==> src/rtl/ntr_pkg.sv <==
// Shared opcode/LED constants and the opcode-to-LED decode for the NTR bus sniffer.
package ntr_pkg;

  localparam logic [7:0] OP_HEADER = 8'h00;
  localparam logic [7:0] OP_DUMMY  = 8'h9F;
  localparam logic [7:0] OP_CHIPID = 8'h90;

  localparam logic [3:0] LED_HEADER = 4'b0001;
  localparam logic [3:0] LED_DUMMY  = 4'b0010;
  localparam logic [3:0] LED_CHIPID = 4'b0100;
  localparam logic [3:0] LED_OTHER  = 4'b1000;

  localparam int CMD_LEN = 8;

  function automatic logic [3:0] led_decode(input logic [7:0] op);
    case (op)
      OP_HEADER: return LED_HEADER;
      OP_DUMMY:  return LED_DUMMY;
      OP_CHIPID: return LED_CHIPID;
      default:   return LED_OTHER;
    endcase
  endfunction

endpackage

==> src/rtl/ntr_if.sv <==
// Card-bus bundle: the driver (card/host) is master, the sniffer is slave.
interface ntr_if;
  logic [7:0] ntr_data;
  logic       ntr_clk;
  logic       ntr_cs1;

  modport master (output ntr_data, output ntr_clk, output ntr_cs1);
  modport slave  (input  ntr_data, input  ntr_clk, input  ntr_cs1);
endinterface

==> src/rtl/ntr_byte_rx.sv <==
// Bus sampling, ntr_clk rise detect, command byte counter and opcode latch.
// Define NTR_SYNC_EN to insert 2-flop synchronizers on every bus input.
module ntr_byte_rx
  import ntr_pkg::*;
(
  input  logic       clk,
  input  logic       rst_n,
  ntr_if.slave       bus,
  output logic       cmd_done,
  output logic [7:0] opcode
);

  localparam logic [3:0] CNT_LAST = 4'(CMD_LEN - 1);
  localparam logic [3:0] CNT_MAX  = 4'(CMD_LEN);

  logic       clk_s, cs_s;
  logic [7:0] dat_s;

`ifdef NTR_SYNC_EN
  // All three inputs go through identical depth so data stays aligned with its clock.
  logic [1:0]      clk_sync_q, clk_sync_d;
  logic [1:0]      cs_sync_q,  cs_sync_d;
  logic [1:0][7:0] dat_sync_q, dat_sync_d;

  always_comb begin
    clk_sync_d = {clk_sync_q[0], bus.ntr_clk};
    cs_sync_d  = {cs_sync_q[0],  bus.ntr_cs1};
    dat_sync_d = {dat_sync_q[0], bus.ntr_data};
  end

  always_ff @(posedge clk or negedge rst_n) begin
    if (!rst_n) begin
      clk_sync_q <= 2'b11;
      cs_sync_q  <= 2'b11;
      dat_sync_q <= '0;
    end else begin
      clk_sync_q <= clk_sync_d;
      cs_sync_q  <= cs_sync_d;
      dat_sync_q <= dat_sync_d;
    end
  end

  assign clk_s = clk_sync_q[1];
  assign cs_s  = cs_sync_q[1];
  assign dat_s = dat_sync_q[1];
`else
  assign clk_s = bus.ntr_clk;
  assign cs_s  = bus.ntr_cs1;
  assign dat_s = bus.ntr_data;
`endif

  logic       clk_prev_q, clk_prev_d;
  logic [3:0] byte_cnt_q, byte_cnt_d;
  logic [7:0] opcode_q,   opcode_d;
  logic       cap;

  // Select-high wins over a coincident edge; history tracks ntr_clk regardless of select.
  always_comb begin
    clk_prev_d = clk_s;
    cap        = clk_s & ~clk_prev_q & ~cs_s;
    byte_cnt_d = byte_cnt_q;
    opcode_d   = opcode_q;
    if (cs_s) begin
      byte_cnt_d = '0;
    end else if (cap && byte_cnt_q != CNT_MAX) begin
      byte_cnt_d = byte_cnt_q + 4'd1;
      if (byte_cnt_q == '0) opcode_d = dat_s;
    end
  end

  always_ff @(posedge clk or negedge rst_n) begin
    if (!rst_n) begin
      clk_prev_q <= 1'b1;
      byte_cnt_q <= '0;
      opcode_q   <= '0;
    end else begin
      clk_prev_q <= clk_prev_d;
      byte_cnt_q <= byte_cnt_d;
      opcode_q   <= opcode_d;
    end
  end

  assign cmd_done = cap && (byte_cnt_q == CNT_LAST);
  assign opcode   = opcode_q;

endmodule

==> src/rtl/ntr_top.sv <==
// NTR cartridge-bus command sniffer: shows the last complete command's opcode class on led.
// Input synchronizers are present when NTR_SYNC_EN is defined.
module ntr_top
  import ntr_pkg::*;
(
  input  logic       clk,
  input  logic       rst_n,
  input  logic [7:0] ntr_data,
  input  logic       ntr_clk,
  input  logic       ntr_cs1,
  output logic [3:0] led
);

  ntr_if bus ();
  assign bus.ntr_data = ntr_data;
  assign bus.ntr_clk  = ntr_clk;
  assign bus.ntr_cs1  = ntr_cs1;

  logic       cmd_done;
  logic [7:0] opcode;

  ntr_byte_rx u_rx (
    .clk      (clk),
    .rst_n    (rst_n),
    .bus      (bus.slave),
    .cmd_done (cmd_done),
    .opcode   (opcode)
  );

  logic [3:0] led_q, led_d;

  // opcode_q is already latched by the time the 8th byte completes the command.
  always_comb begin
    led_d = led_q;
    if (cmd_done) led_d = led_decode(opcode);
  end

  always_ff @(posedge clk or negedge rst_n) begin
    if (!rst_n) led_q <= '0;
    else        led_q <= led_d;
  end

  assign led = led_q;

endmodule

==> config.mk <==
export PLATFORM = sky130hd
export DESIGN_NAME = ntr_top
export DESIGN_NICKNAME = d
export VERILOG_FILES = /design/src/rtl/ntr_pkg.sv /design/src/rtl/ntr_if.sv /design/src/rtl/ntr_byte_rx.sv /design/src/rtl/ntr_top.sv
export SDC_FILE = /design/constraint.sdc
export NUM_CORES = 1
export LEC_CHECK = 0
export BUFFER_PORTS_ARGS = -buffer_cell sky130_fd_sc_hd__buf_2
export CORE_UTILIZATION = 52
export DETAILED_ROUTE_END_ITERATION = 12
export PLACE_DENSITY = 0.79
export SLEW_MARGIN = 20
export SYNTH_ARGS = -nofsm -noshare
export SYNTH_HDL_FRONTEND = slang
export SYNTH_HIERARCHICAL = 1
export SYNTH_SLANG_ARGS = --single-unit
==> constraint.sdc <==
create_clock -name clk -period 1.84 [get_ports clk]
set_input_delay 0.368 -clock clk [delete_from_list [all_inputs] [get_ports clk]]
set_output_delay 0.368 -clock clk [all_outputs]
set_load 0.005 [all_outputs]
==> results.json <==
{
  "status": "complete, no violations",
  "cp_cell_sequence": "inv_1 -> ha_1 -> nand2b_1 -> or4_4 -> mux2_4",
  "crit_path_end_kind": "register",
  "cap_violations": 0,
  "worst_clock_skew_ns": 0.00104,
  "htree_levels": 1,
  "synth_top_area_cell": "dfrtp_1",
  "period_share_pct": 92.3,
  "wl_um": 1290,
  "num_antenna_cells": 0,
  "grt_util_all_layers_pct": 18.7,
  "slew_viol_final": 0,
  "dieArea_mm2": 0.00177,
  "core-area_mm2": 0.00151,
  "powerDensity_mw_per_mm2": 866,
  "area_growth_pct": 14.9,
  "ys_ff_latch": 17,
  "hold_path.class": "input port to register",
  "met2_usage_pct": 28.4,
  "top_usage_layer": "met2",
  "wl_per_cell_um": 12.9,
  "multiInputGateArea_um2": 385,
  "critPathMaxStageDelay_ns": 0.52,
  "dr_total_vias": 549,
  "first_global_vias": 544,
  "portBuffers": 15,
  "power_leakage_nw": 0.468,
  "cts_num_sinks": 17,
  "finalNonFillerCells": 100,
  "max-vdd-ir-drop_uv": 462,
  "grtUsageMet1_pct": 23.1,
  "slew_headroom_pct": 76.3,
  "place_inst": 95,
  "grt_start_max_net_pins": 18,
  "cp_slowest_cell": "or4_4",
  "routabilityCongestion": 0.768,
  "hpwl_um": 1030,
  "synth_edf_count": 0,
  "worstPathArrival_ns": 1.87,
  "drt_drc_violations_left": 0,
  "rsz0062_at_grt": "no",
  "final_hold_viol_count": 0,
  "synth_cell_types": 28,
  "clk_path_buf_depth": 2,
  "synth_nets": 79,
  "ant_nets": 0,
  "setup_viol": 0,
  "cts_root_buffer": "clkbuf_4",
  "synth_most_common_cell": "dfrtp_1",
  "postCtsSetupBuffers": 0,
  "grt_pass1_wl_um": 2350,
  "cts_made_buffers": 3,
  "synth.avg_cell_area_um2": 12.9,
  "period_minus_slack_ns": 1.70,
  "ys_warn_count": 6,
  "io_pins": 16,
  "whs_path_depth": 1,
  "grt_remaining_overflow": 0,
  "die_h_um": 42.1,
  "clk_latency_ns": 0.28,
  "clk_pin_slew_worst_paths_ns": 0.09,
  "synth.cells.most_frequent": "dfrtp_1, mux2_4, inv_1, nand2_1, nor2_1",
  "fin_nets": 99,
  "start_kind": "register",
  "fmax_ghz": 0.589,
  "syn_inst": 65,
  "die_w_um": 42.1,
  "cts_tree": "yes",
  "synth_area_leaders": "dfrtp_1, mux2_4, dfstp_2",
  "yosysSeqAreaShare_pct": 51.0,
  "drt_first_pass_iters": 4,
  "drt_iter0_markers": 5,
  "rows": 14,
  "drive_above_1_share_pct": 44.0,
  "syn-cell-area_um2": 837,
  "criticalPathCategory": "register to register",
  "cp_data_required_time_ns": 2.01,
  "ys_async_sr_fraction_pct": 100,
  "synth-main-ff-cell": "dfrtp_1",
  "nFillCells": 130,
  "worstRegToRegCells": 5,
  "antenna_found_initial": 0,
  "vias_per_cell": 5.49,
  "ff_latch_area_um2": 427,
  "totalNegativeSetupSlack_ns": 0,
  "worst_pin_slew_ns": 0.355,
  "synth_top_area_share_pct": 47.8,
  "initial_utilization_pct": 55.6,
  "critPathMaxFanout": 8,
  "met3_usage_pct": 5.60
}
-- what timing repair did --
| action | in CTS | in global routing |
|---|---|---|
| endpoints found under the setup margin | 0 | 2 |
| gates resized for setup | 0 | 1 |
| hold endpoints to repair | 16 | 0 |
| hold buffers | 1 | 0 |
-- path summary, 6_finish.rpt --
check                                    from              end  slack, ns
setup / recovery           u_rx/byte_cnt_q[0]   u_rx/opcode[3]       0.14
hold / removal                        ntr_clk  u_rx/clk_prev_q       0.21
setup reg to reg           u_rx/byte_cnt_q[0]   u_rx/opcode[3]       0.14
hold reg to reg                        led[0]           led[0]       0.49
max in group asynchronous               rst_n  u_rx/clk_prev_q       1.02
min in group asynchronous               rst_n   u_rx/opcode[7]       0.52
-- layout by cell type (no fill, tap or decap), drive strengths merged --
cell | synthesis | routed
a21oi | 1 | 1
dfstp | 1 | 1
mux2 | 10 | 10
a311o | 1 | 1
dfrtp | 16 | 16
o31ai | 1 | 1
o32ai | 1 | 1
buf | 1 | 15
nor4 | 2 | 2
or4 | 1 | 1
nor2 | 3 | 3
nand4 | 2 | 2
o21ai | 2 | 2
nand3 | 1 | 1
inv | 5 | 5
nor3 | 2 | 2
mux2i | 1 | 1
xnor2 | 1 | 1
dlygate4sd3 | 0 | 1
nand2b | 3 | 3
clkbuf | 0 | 4
nand2 | 4 | 4
ha | 2 | 2
and3 | 1 | 1
or3 | 2 | 2
a32o | 1 | 1
-- per-stage QoR --
step	hold WS (ns)	worst slack (ns)	util (%)	power (mW)	cell area (um2)
after CTS	0.197	0.103	63.5	0.847	957
after floorplan	0.0724	0.214	-	0.605	837
after global routing	0.173	0.0488	63.9	0.899	962
after detailed placement	0.303	0.132	61.1	0.656	921
after global placement	0.298	0.171	61.1	0.644	921
final	0.212	0.142	63.9	0.833	962
-- where the power goes --
group	switching [mW]	leakage (nW)	internal [mW]
registers	0.0630	0.214	0.429
clock network	0.101	0.0150	0.0841
logic	0.0521	0.239	0.103
-- logic make-up after synthesis --
logic type / synth area share (%)
and+or+nand+nor: 16.3
DFF: 51.0
muxes: 18.2
AOI/OAI and AO/OA: 6.87
buffers and inverters: 3.59
adders and majority gates: 2.99
xor gates and xnor gates: 1.05
-- layout make-up --
| type | count | share of cell area [%] |
|---|---|---|
| well taps | 16 | 2.08 |
| repair buffers | 16 | 8.84 |
| multi-input cells | 42 | 40.1 |
| clock buffers | 4 | 2.73 |
| flip-flops and latches | 17 | 44.3 |
| inverters | 5 | 1.95 |
-- per-layer routing --
metal / up-vias / routed length (um)
met2: 16 / 637
met5: - / 0
met3: 2 / 48
met1: 259 / 586
met4: 0 / 13
li1: 272 / -
-- state kept, by name, indices dropped and copies added (netlist names) --
register and cells:
led 4, u_rx/byte_cnt_q 4, u_rx/clk_prev_q 1, u_rx/opcode 8
-- worst max-delay path: cells and delay by family (launching register included) --
family | cells | cell delay [ns]
simple gates | 2 | 0.58
fa+ha+maj | 1 | 0.16
buf+inv | 1 | 0.08
mux | 1 | 0.33
flops | 1 | 0.43
No activity file was read; power rests on OpenSTA's default activity.
